<file path="config.mk">
export PLATFORM = sky130hd
export DESIGN_NAME = mem_port_arbiter
export DESIGN_NICKNAME = d
export VERILOG_FILES = /design/src/rtl/mem_port_arbiter.sv
export SDC_FILE = /design/constraint.sdc
export NUM_CORES = 1
export LEC_CHECK = 0
export BUFFER_PORTS_ARGS = -buffer_cell sky130_fd_sc_hd__buf_2
export CORE_AREA = 2 2 106 108
export DETAILED_ROUTE_END_ITERATION = 7
export DIE_AREA = 0 0 108 110
export PLACE_DENSITY = 0.75
export SLEW_MARGIN = 10
export SYNTH_ARGS = -nofsm -noshare
export SYNTH_HDL_FRONTEND = slang
export SYNTH_SLANG_ARGS = --single-unit
</file>
<file path="constraint.sdc">
create_clock -name clk -period 1.9 [get_ports clk]
set_clock_uncertainty 0.05 [all_clocks]
set_input_delay 0.57 -clock clk [delete_from_list [all_inputs] [get_ports clk]]
set_output_delay 0.57 -clock clk [all_outputs]
set_load 0.01 [all_outputs]
</file>
<file path="src/rtl/mem_port_arbiter.sv">
// Arbitrates one single-ported unified memory between instruction fetch and the data stage,
// with a DM grant streak limit, branch-flush discard of in-flight fetches, and a bus watchdog.
module mem_port_arbiter #(
  parameter int unsigned AW         = 32,
  parameter int unsigned DW         = 32,
  parameter int unsigned MAX_STREAK = 4,
  parameter int unsigned TIMEOUT    = 64
) (
  input  logic          clk,
  input  logic          rst_n,
  input  logic          if_req,
  input  logic [AW-1:0] if_addr,
  input  logic          if_flush,
  input  logic          dm_req,
  input  logic          dm_we,
  input  logic [AW-1:0] dm_addr,
  input  logic [DW-1:0] dm_wdata,
  output logic          if_done,
  output logic [DW-1:0] if_rdata,
  output logic          if_stall,
  output logic          dm_done,
  output logic [DW-1:0] dm_rdata,
  output logic          dm_stall,
  output logic          mem_req,
  output logic          mem_we,
  output logic [AW-1:0] mem_addr,
  output logic [DW-1:0] mem_wdata,
  input  logic          mem_ack,
  input  logic [DW-1:0] mem_rdata,
  output logic          bus_err
);

  localparam int unsigned SW = $clog2(MAX_STREAK + 1);
  localparam int unsigned WW = $clog2(TIMEOUT + 1);

  typedef enum logic [1:0] {IDLE, BUSY_IF, BUSY_DM} state_t;

  state_t        state, state_nxt;
  logic [SW-1:0] streak, streak_nxt;
  logic [WW-1:0] wd_cnt, wd_cnt_nxt;
  logic          discard, discard_nxt;
  logic          mem_req_nxt, mem_we_nxt, bus_err_nxt;
  logic [AW-1:0] mem_addr_nxt;
  logic [DW-1:0] mem_wdata_nxt;
  logic          if_elig, streak_full, wd_expired;

  // Completion and stall outputs are the only combinational paths.
  assign if_done  = (state == BUSY_IF) & mem_ack & ~discard & ~if_flush;
  assign dm_done  = (state == BUSY_DM) & mem_ack;
  assign if_rdata = mem_rdata;
  assign dm_rdata = mem_rdata;
  assign if_stall = if_req & ~if_done;
  assign dm_stall = dm_req & ~dm_done;

  assign if_elig     = if_req & ~if_flush;
  assign streak_full = (streak == SW'(MAX_STREAK));
  assign wd_expired  = (wd_cnt == WW'(TIMEOUT - 1));

  always_ff @(posedge clk or negedge rst_n) begin
    if (!rst_n) begin
      state     <= IDLE;
      streak    <= '0;
      wd_cnt    <= '0;
      discard   <= 1'b0;
      mem_req   <= 1'b0;
      mem_we    <= 1'b0;
      mem_addr  <= '0;
      mem_wdata <= '0;
      bus_err   <= 1'b0;
    end else begin
      state     <= state_nxt;
      streak    <= streak_nxt;
      wd_cnt    <= wd_cnt_nxt;
      discard   <= discard_nxt;
      mem_req   <= mem_req_nxt;
      mem_we    <= mem_we_nxt;
      mem_addr  <= mem_addr_nxt;
      mem_wdata <= mem_wdata_nxt;
      bus_err   <= bus_err_nxt;
    end
  end

  always_comb begin
    state_nxt     = state;
    streak_nxt    = streak;
    wd_cnt_nxt    = wd_cnt;
    discard_nxt   = discard;
    mem_req_nxt   = mem_req;
    mem_we_nxt    = mem_we;
    mem_addr_nxt  = mem_addr;
    mem_wdata_nxt = mem_wdata;
    bus_err_nxt   = 1'b0;

    case (state)
      IDLE: begin
        wd_cnt_nxt  = '0;
        discard_nxt = 1'b0;
        // DM has priority unless IF has already been passed over MAX_STREAK times.
        if (dm_req && !(if_elig && streak_full)) begin
          state_nxt     = BUSY_DM;
          mem_req_nxt   = 1'b1;
          mem_we_nxt    = dm_we;
          mem_addr_nxt  = dm_addr;
          mem_wdata_nxt = dm_wdata;
          if (if_elig) streak_nxt = streak_full ? streak : streak + SW'(1);
          else         streak_nxt = '0;
        end else if (if_elig) begin
          state_nxt    = BUSY_IF;
          mem_req_nxt  = 1'b1;
          mem_we_nxt   = 1'b0;
          mem_addr_nxt = if_addr;
          streak_nxt   = '0;
        end
      end
      BUSY_IF, BUSY_DM: begin
        if (mem_ack || wd_expired) begin
          state_nxt   = IDLE;
          mem_req_nxt = 1'b0;
          mem_we_nxt  = 1'b0;
          discard_nxt = 1'b0;
          bus_err_nxt = ~mem_ack;
          wd_cnt_nxt  = '0;
        end else begin
          wd_cnt_nxt = wd_cnt + WW'(1);
          if (state == BUSY_IF && if_flush) discard_nxt = 1'b1;
        end
      end
      default: begin
        state_nxt   = IDLE;
        mem_req_nxt = 1'b0;
        mem_we_nxt  = 1'b0;
      end
    endcase
  end

endmodule

</file>
==> impl_metrics.tcl, run 1 <==
set metrics [dict create \
    synth_area_per_cell_sq_um 11.46 \
    htreeDepth 3 \
    fin_crit_sh 1.104 \
    p_int_uw 4740 \
    wl_per_cell_um 13.96 \
    r2r_start "state[1]" \
    vias 2965 \
    reg2reg_slack_ns 0.03 \
    stdcell_count 630 \
    crit_slowest_cell "dfrtp_1" \
    path_cells "inv_2, ha_4, nand2_4, nor3_4, nor2b_1, buf_2" \
    synth_area_leaders "dfrtp_1 48%, buf_4 12%, mux2_4 9.4%" \
    fillCellCount 989 \
    drt_iter0_markers 148 \
    rsz0062_at_grt "yes" \
    slew-limit-headroom 0.7124 \
    initial_core_util 0.3899 \
    worstPathRequired_ns 1.28 \
    gp_congestion 0.8077 \
    drive_above_1_share 0.5143 \
    antenna_found_initial 0 \
    synth_top_area_cell "dfrtp_1" \
    fp.dieH_um 110 \
    cp_top_family "flip-flops" \
    ant_nets 0 \
    grt_max_degree 47 \
    switching_share 0.3595 \
    grt_pass1_wl_mm 13.64 \
    endpoint "if_stall" \
    place_hpwl_mm 6.432 \
    cts_max_path_buffers 2 \
    slowest_delay_ns 0.44 \
    synth_top_area_frac 0.4799 \
    cts_buffers 9 \
    synth_nets 506 \
    p_clk_frac 0.179 \
    synth_edf_count 0 \
    ys_dominant_reg_cell "dfrtp_1" \
    startpoint "state[1]" \
    path_class "flip-flop to output port" \
    hold_class "input port to asynchronous set/reset pin" \
    rows 38 \
    pin_count 270 \
    worst_skew_pair.late_latency_ns 0.35 \
    grt_usage 0.1447 \
    worstSetupEndpointType "output port" \
    p_comb_frac 0.433 \
    crit_cells 6 \
    pwr_density_cell_nw_per_um2 1459 \
    worst_pin_slew_ns 0.4313 \
    firstDrtPassIters 4 \
    ys_ff_latch 80 \
    drc 0 \
    syn_area_sq_um 4172 \
    die_area_sq_um 11880 \
    routed_wirelength_mm 8.795 \
    hold_viol 0 \
    die_w_um 108 \
    antenna_cells 0 \
    synth_cell_types 39 \
    critPathLaunchType "flip-flop" \
    synth-seq-area-share 0.4799 \
    crit_buf_inv 2 \
    final.setup.tns_ns -0.6039 \
    syn_inst 364 \
    cts_tree "done" \
    violations "setup timing" \
    worstPathMaxFanout 3 \
    yosys_warnings 0 \
    root_buffer "clkbuf_8" \
    synthArstFlopShare 1.000 \
    worstPathArrival_ns 1.48 \
    status "finished with violations" \
    p_seq_frac 0.388 \
    r2r_end "wd_cnt[5]" \
    grt_pass1_vias 2940 \
    area_growth_syn_to_layout_pct 21.63 \
    cap_violations 0 \
    leakagePower_uw 0.002644 \
    dp.cells 608 \
    core_area_sq_um 10700 \
    fin_ws_ns -0.1973 \
    viasPerCell 4.706 \
    clock-sinks 80 \
    post-route-min-period_ns 2.097 \
    setup_violations 4 \
    cts.clk_slew.worst_paths_ns 0.10 \
    ir_worst_vdd_mv 0.5959 \
    p_sw_uw 2661 \
    max_freq_mhz 476.8 \
    overflow 0 \
    portBuffers 173 \
    timing.final.max_slew_violations 0 \
    reg2regPathDepth 7 \
    fin_nets 627 \
]
cell usage in the layout, fill, tap and decap left out, types with 3 or more instances in the layout:
master	instances
buf_2	171
dfrtp_1	80
nand2_1	43
o21ai_0	41
mux2i_1	33
mux2_4	26
buf_4	13
clkbuf_8	9
nor2_1	8
mux2_2	6
ha_1	5
buf_12	4
inv_1	3
nand3_1	3
inv_6	3
logic make-up after synthesis:
kind of cell / after synthesis / synth area share
buffers and inverters: 85 / 0.1491
DFF: 80 / 0.4799
and+or+nand+nor: 72 / 0.08249
muxes: 65 / 0.1890
AOI/OAI and AO/OA: 55 / 0.07859
adders and majority gates: 7 / 0.02099
through the flow:
step | util | setup WS (ns) | instance area, sq um | total power, uW | hold slack [ns]
floorplan | - | 0.1691 | 4172 | 4898 | 0.2244
global placement | 0.4442 | 0.1388 | 4752 | 5863 | 0.4009
detailed placement | 0.4442 | 0.1074 | 4752 | 5981 | 0.4059
CTS | 0.4658 | -0.1613 | 4984 | 7380 | 0.09258
global route | 0.4743 | -0.2895 | 5074 | 7978 | 0.1111
finish | 0.4743 | -0.1973 | 5074 | 7401 | 0.09947
registers in the layout (all words and copies together), names as in the netlist:
signal,flops
mem_addr,32
mem_wdata,32
wd_cnt,7
streak,3
state,2
bus_err,1
discard,1
mem_req,1
mem_we,1
worst min path at each step:
| stage | endpoint | slack, ns | cells past startpoint |
|---|---|---|---|
| 4_1_cts | state[1] | 0.09 | 1 |
| 6_report | state[1] | 0.1 | 1 |
| 3_3_place_gp | bus_err | 0.40 | 1 |
| 2_1_floorplan | bus_err | 0.22 | 0 |
| 3_5_place_dp | bus_err | 0.41 | 1 |
| 5_1_grt | state[1] | 0.11 | 1 |
what timing repair did:
action,4_1_cts,5_1_grt
resized for setup,4,10
pin swaps,0,2
buffers inserted,2,4
hold buffers,0,0
endpoints found under the setup margin,4,5
worst register-to-register path: stages (launching register included):
cell and delay (ns):
dfrtp_1 0.43, inv_2 0.08, buf_4 0.13, ha_1 0.27, nand2b_1 0.16, a41oi_4 0.28
nand2b_1 0.11, o311ai_1 0.26
routing by layer:
layer | up-vias | wire length [um] | global-route usage
met4 | 0 | 198 | 0.06319
met5 | - | 0 | 0
met1 | 1372 | 3640 | 0.1720
met2 | 148 | 4196 | 0.2408
met3 | 24 | 760 | 0.04703
li1 | 1421 | - | -
layout make-up:
class	instances	area [sq um]	area share
well taps	140	175.2	0.03453
inverters	5	18.77	0.003699
repair buffers	190	1056	0.2081
multi-input cells	199	1613	0.3179
clock buffers	9	123.9	0.02441
flip-flops and latches	80	2002	0.3946
clock inverters	7	85.08	0.01677
synthesized netlist by cell type (2+ instances only):
library cell,instances
ha_1,7
buf_2,3
a22o_1,2
clkbuf_1,6
and3_1,2
mux2i_1,33
mux2_2,6
a21o_1,2
dfrtp_1,80
nor2b_1,2
inv_1,5
nor2_1,8
a31oi_1,2
buf_12,2
o21ai_0,41
buf_4,67
nand2b_1,2
buf_6,2
a32o_1,2
mux2_4,26
nand2_1,44
nand3_1,3
power by group through the flow:
stage / Sequential, uW / Combinational (uW) / Clock [uW]
after global routing: 2980 / 3550 / 1460
after floorplan: 3210 / 1690 / 0
final: 2870 / 3200 / 1330
after global placement: 2880 / 2980 / 0
after CTS: 2870 / 3130 / 1380
after detailed placement: 2890 / 3090 / 0
Note: power is estimated with default switching activity, not from simulation.
==> inputs of run 2 (changes only) <==
CORE_AREA = 2 2 111 113   (was 2 2 106 108)
DIE_AREA = 0 0 113 115   (was 0 0 108 110)
PLACE_DENSITY = 0.72   (was 0.75)
clock period = 1.8 ns   (was 1.9 ns; I/O delays follow)
==> run 2 against run 1 <==
Net effect:
- the run ends with DRC, setup timing left
- worst hold slack improved by 0.086 ns
- combinational power increased by 11%
- die area increased by 9.4%
- non-clock buffer count increased by 6
- via count increased by 0.78%
- sequential power increased by 6%
- count of clock-buffer cells in the layout increased by 5
- global-route usage decreased by 1.1 points
- total power increased by 15%
==> impl_metrics.tcl, run 2 (synthesis gave the netlist of run 1 again) <==
set metrics [dict create \
    status "finished with violations" \
    violations "DRC, setup timing" \
    cap_violations 0 \
    cts.clk_slew.worst_paths_ns 0.06 \
    path_cells "inv_2, ha_4, nand2_4, nor3_4, nor2b_1, buf_2" \
    area_growth_syn_to_layout_pct 27.11 \
    rsz0062_at_grt "yes" \
    grt_pass1_vias 2896 \
    viasPerCell 4.647 \
    fp.dieH_um 115 \
    crit_buf_inv 2 \
    post-route-util 0.4489 \
    grt_max_degree 81 \
    antenna_found_initial 0 \
    place_hpwl_mm 6.400 \
    reg2regPathDepth 8 \
    firstDrtPassIters 6 \
    routed_wirelength_mm 9.337 \
    ir_worst_vdd_mv 0.5058 \
    die_w_um 113 \
    slowest_delay_ns 0.40 \
    grt_usage 0.1340 \
    hold_slack_ns 0.1856 \
    holdBufCountCts 0 \
    cts_buffers 9 \
    hold_class "input port to asynchronous set/reset pin" \
    fillCellCount 1094 \
    r2r_end "state[1]" \
    fin_ws_ns -0.1704 \
    max_freq_mhz 507.5 \
    final.setup.tns_ns -1.068 \
    worst_skew_pair.late_latency_ns 0.33 \
    vias 2988 \
    p_total_uw 8490 \
    root_buffer "clkbuf_16" \
    ant_nets 0 \
    portBuffers 173 \
    multi_input_area_sq_um 1642 \
    pwr_density_cell_nw_per_um2 1601 \
    post-route-min-period_ns 1.970 \
    pin_count 270 \
    htreeDepth 3 \
    layout_common_cells "171 x buf_2, 79 x dfrtp_1, 43 x nand2_1, 38 x o21ai_0, 33 x mux2i_1" \
    timing.final.max_slew_violations 0 \
    slew-limit-headroom 0.7188 \
    gp_congestion 0.7208 \
    die_area_sq_um 13000 \
    setup_violations 12 \
    worstSetupEndpointType "output port" \
    fin_crit_sh 1.095 \
    grt_pass1_wl_mm 13.87 \
    cp_top_family "flip-flops" \
    cts_max_path_buffers 2 \
    leakagePower_uw 0.002745 \
    worstPathArrival_ns 1.38 \
    reg2reg_slack_ns -0.13 \
    clock-sinks 80 \
    core_area_sq_um 11810 \
    wl_per_cell_um 14.52 \
    worstPathMaxFanout 2 \
    worstPathRequired_ns 1.21 \
    overflow 0 \
    rows 40 \
    worst_pin_slew_ns 0.4219 \
    fin_nets 633 \
    drive_above_1_share 0.5262 \
    largestRegisters "mem_addr: 32 flops, mem_wdata: 32 flops, wd_cnt: 7 flops" \
    drt_iter0_markers 123 \
    final_common_cell "buf_2" \
    crit_slowest_cell "dfrtp_1" \
    initial_core_util 0.3532 \
    path_class "flip-flop to output port" \
    cts_tree "done" \
    antenna_cells 0 \
    critPathLaunchType "flip-flop" \
    drc 19 \
    seq_area_sq_um 2003 \
    r2r_start "state[1]" \
    hold_viol 0 \
]
run 2: cell types whose count changed in the layout (fill, tap and decap cells not counted), sizes merged:
cell,delta
buf,+4
inv,-4
clkinv,-1
clkbuf,+7
run 2: repair_timing:
item	4_1_cts	5_1_grt
setup endpoints to repair	4	17
buffers inserted	4	6
resized for setup	10	12
cloned	0	2
pin swaps	2	7
run 2: routing by layer:
layer | wire, um | vias to the layer above | global-route usage
li1 | - | 1425 | -
met1 | 3735 | 1382 | 0.1544
met2 | 4506 | 155 | 0.2188
met3 | 834 | 26 | 0.04323
met4 | 261 | 0 | 0.08130
met5 | 0 | - | 0
run 2: power breakdown:
part | switching, uW | leakage (uW) | internal, uW
sequential | 440 | 0.000984 | 2600
clock | 683 | 0.000159 | 1220
combinational | 1700 | 0.00160 | 1840
run 2: through the flow:
step / instances / setup WS (ns) / cell area, sq um
2_1_floorplan: 364 / 0.09914 / 4172
3_3_place_gp: 615 / -0.02222 / 4761
3_5_place_dp: 615 / -0.01353 / 4761
4_1_cts: 635 / -0.2173 / 5145
5_1_grt: 643 / -0.2366 / 5303
6_report: 643 / -0.1704 / 5303
run 2: layout make-up:
| type | instances | share of cell area |
|---|---|---|
| flip-flops and latches | 80 | 0.3778 |
| inverters | 5 | 0.003539 |
| multi-input cells | 199 | 0.3096 |
| clock inverters | 2 | 0.006607 |
| clock buffers | 14 | 0.05356 |
| repair buffers | 196 | 0.2143 |
| well taps | 147 | 0.03469 |
run 2: worst max path at each step:
| stage | startpoint | to | slack [ns] | depth (start not counted) |
|---|---|---|---|---|
| detailed placement | if_flush | if_stall | -0.01 | 4 |
| finish | state[1] | if_stall | -0.17 | 6 |
| CTS | state[1] | dm_stall | -0.22 | 5 |
| floorplan | state[1] | if_stall | 0.1 | 5 |
| global placement | if_flush | if_stall | -0.02 | 4 |
| global route | state[1] | if_stall | -0.24 | 6 |
==> inputs of run 3 (changes only) <==
==> constraint.sdc (replaced) <==
create_clock -name clk -period 1.8 [get_ports clk]
set_clock_uncertainty 0.05 [all_clocks]
set_input_delay 0.36 -clock clk [delete_from_list [all_inputs] [get_ports clk]]
set_output_delay 0.36 -clock clk [all_outputs]
set_load 0.01 [all_outputs]
==> run 3 against run 2 <==
Net effect:
- the run ends with DRC, hold timing left
- worst hold slack got worse by 0.24 ns
- routed wire length decreased by 4.6%
- die area unchanged
- combinational power decreased by 5%
- sequential share of layout area increased by 0.48 points
- sequential cell count unchanged
- global-route usage decreased by 0.57 points
- maximum frequency increased by 9.5%
- first-iteration DRC count increased by 45%
- critical endpoint is now wd_cnt[4]
- largest cell class unchanged
- highest routed layer unchanged
==> impl_metrics.tcl, run 3 (synthesis gave the netlist of run 1 again) <==
set metrics [dict create \
    reg2reg_slack_ns 0.001 \
    critPathLaunchType "flip-flop" \
    cts_max_path_buffers 2 \
    p_seq_frac 0.357 \
    p_clk_frac 0.249 \
    hold_slack_ns -0.05481 \
    leakagePower_uw 0.002707 \
    die_w_um 113 \
    firstDrtPassIters 8 \
    p_sw_uw 2778 \
    p_comb_frac 0.394 \
    worstPathMaxFanout 5 \
    core_area_sq_um 11810 \
    worst_skew_pair.late_latency_ns 0.33 \
    setup_violations 0 \
    ir_worst_vdd_mv 0.5745 \
    final.setup.tns_ns 0 \
    path_class "flip-flop to flip-flop" \
    p_int_uw 5758 \
    place_ws_ns 0.04916 \
    fillCellCount 1079 \
    die_area_sq_um 13000 \
    htreeDepth 3 \
    holdBufCountCts 0 \
    rows 40 \
    antenna_cells 0 \
    overflow 0 \
    drt_iter0_markers 178 \
    final_common_cell "buf_2" \
    layout_common_cells "172 x buf_2, 79 x dfrtp_1, 43 x nand2_1, 41 x o21ai_0, 33 x mux2i_1" \
    seq_area_sq_um 2003 \
    routed_wirelength_mm 8.906 \
    gp_congestion 0.8081 \
    grt_usage 0.1284 \
    slew-limit-headroom 0.6780 \
    drive_above_1_share 0.5102 \
    fin_nets 625 \
    antenna_found_initial 0 \
    root_buffer "clkbuf_16" \
    worst_pin_slew_ns 0.4830 \
    grt_pass1_vias 2783 \
    fin_ws_ns 0.001380 \
    initial_core_util 0.3532 \
    status "finished with violations" \
    worstSetupEndpointType "flip-flop" \
    cap_violations 0 \
    dpl_cell_area_sq_um 4746 \
    cts_tree "done" \
    place_hpwl_mm 6.323 \
    hold_viol 23 \
    viasPerCell 4.643 \
    max_freq_mhz 556.0 \
    r2r_end "wd_cnt[4]" \
    fin_area_sq_um 5236 \
    fp.dieH_um 115 \
    portBuffers 173 \
    cts_buffers 9 \
    grt_max_degree 81 \
    pin_count 270 \
    reg2regPathDepth 7 \
    post-route-min-period_ns 1.799 \
    drc 18 \
    multi_input_area_sq_um 1605 \
    worstPathArrival_ns 2.02 \
    pwr_density_cell_nw_per_um2 1630 \
    switching_share 0.3254 \
    area_growth_syn_to_layout_pct 25.52 \
    fin_crit_sh 0.9992 \
    violations "DRC, hold timing" \
    clock-sinks 80 \
    largestRegisters "mem_addr: 32 flops, mem_wdata: 32 flops, wd_cnt: 7 flops" \
    cts.clk_slew.worst_paths_ns 0.06 \
    grt_pass1_wl_mm 13.13 \
    p_total_uw 8536 \
    hold_class "input port to asynchronous set/reset pin" \
    worstPathRequired_ns 2.02 \
    rsz0062_at_grt "yes" \
    wl_per_cell_um 14.03 \
    ant_nets 0 \
    timing.final.max_slew_violations 0 \
    vias 2948 \
    r2r_start "state[1]" \
]
run 3: cell count changes in the layout (fill, tap and decap cells not counted), sizes merged:
cell,previous run,this run
bufinv,1,3
buf,194,186
clkbuf,16,13
clkinvlp,0,1
run 3: critical path: stages (launching register included):
cell and delay [ns]:
dfrtp_1 0.39, inv_2 0.07, buf_4 0.13, ha_1 0.28, nand2b_1 0.14, buf_4 0.19
or4_1 0.40, nand2_1 0.08
run 3: power by group through the flow:
| stage | logic, uW | clock network, uW | registers (uW) |
|---|---|---|---|
| after floorplan | 1790 | 0 | 3390 |
| after global placement | 3150 | 0 | 3050 |
| after detailed placement | 3240 | 0 | 3050 |
| after CTS | 3320 | 2200 | 3050 |
| after global routing | 3670 | 2270 | 3150 |
| final | 3360 | 2130 | 3050 |
run 3: layout make-up:
cell class | instances | area share
Tap cell | 147 | 0.03513
Clock inverter | 5 | 0.01959
Sequential cell | 80 | 0.3826
Timing Repair Buffer | 188 | 0.2043
Clock buffer | 11 | 0.04827
Multi-Input combinational cell | 199 | 0.3066
Inverter | 5 | 0.003584
run 3: worst max-delay path by stage:
stage,from,endpoint,slack (ns),cells past startpoint
after floorplan,streak[0],mem_wdata[25],0.13,7
after global placement,streak[0],mem_wdata[4],0.12,6
after detailed placement,state[1],wd_cnt[5],0.05,6
after CTS,state[1],if_stall,-0.06,6
after global routing,state[1],if_stall,-0.09,6
final,state[1],wd_cnt[4],0.001,7
run 3: timing repair:
action / CTS / global route
pin swaps: 4 / 1
cloned: 0 / 2
resized for setup: 10 / 2
setup buffers: 3 / 1
endpoints found under the setup margin: 3 / 15
run 3: through the flow:
step,util,hold WS (ns),cells
floorplan,-,0.01441,364
global placement,0.4018,0.3623,613
detailed placement,0.4018,0.3732,613
CTS,0.4371,0.004147,632
global route,0.4433,0.03316,635
finish,0.4433,-0.05481,635
run 3: layer usage:
metal,vias to the layer above,track usage,share of wire
li1,1408,-,-
met1,1361,0.1558,0.42
met2,155,0.1996,0.46
met3,24,0.03532,0.089
met4,0,0.08780,0.029
met5,-,0,0
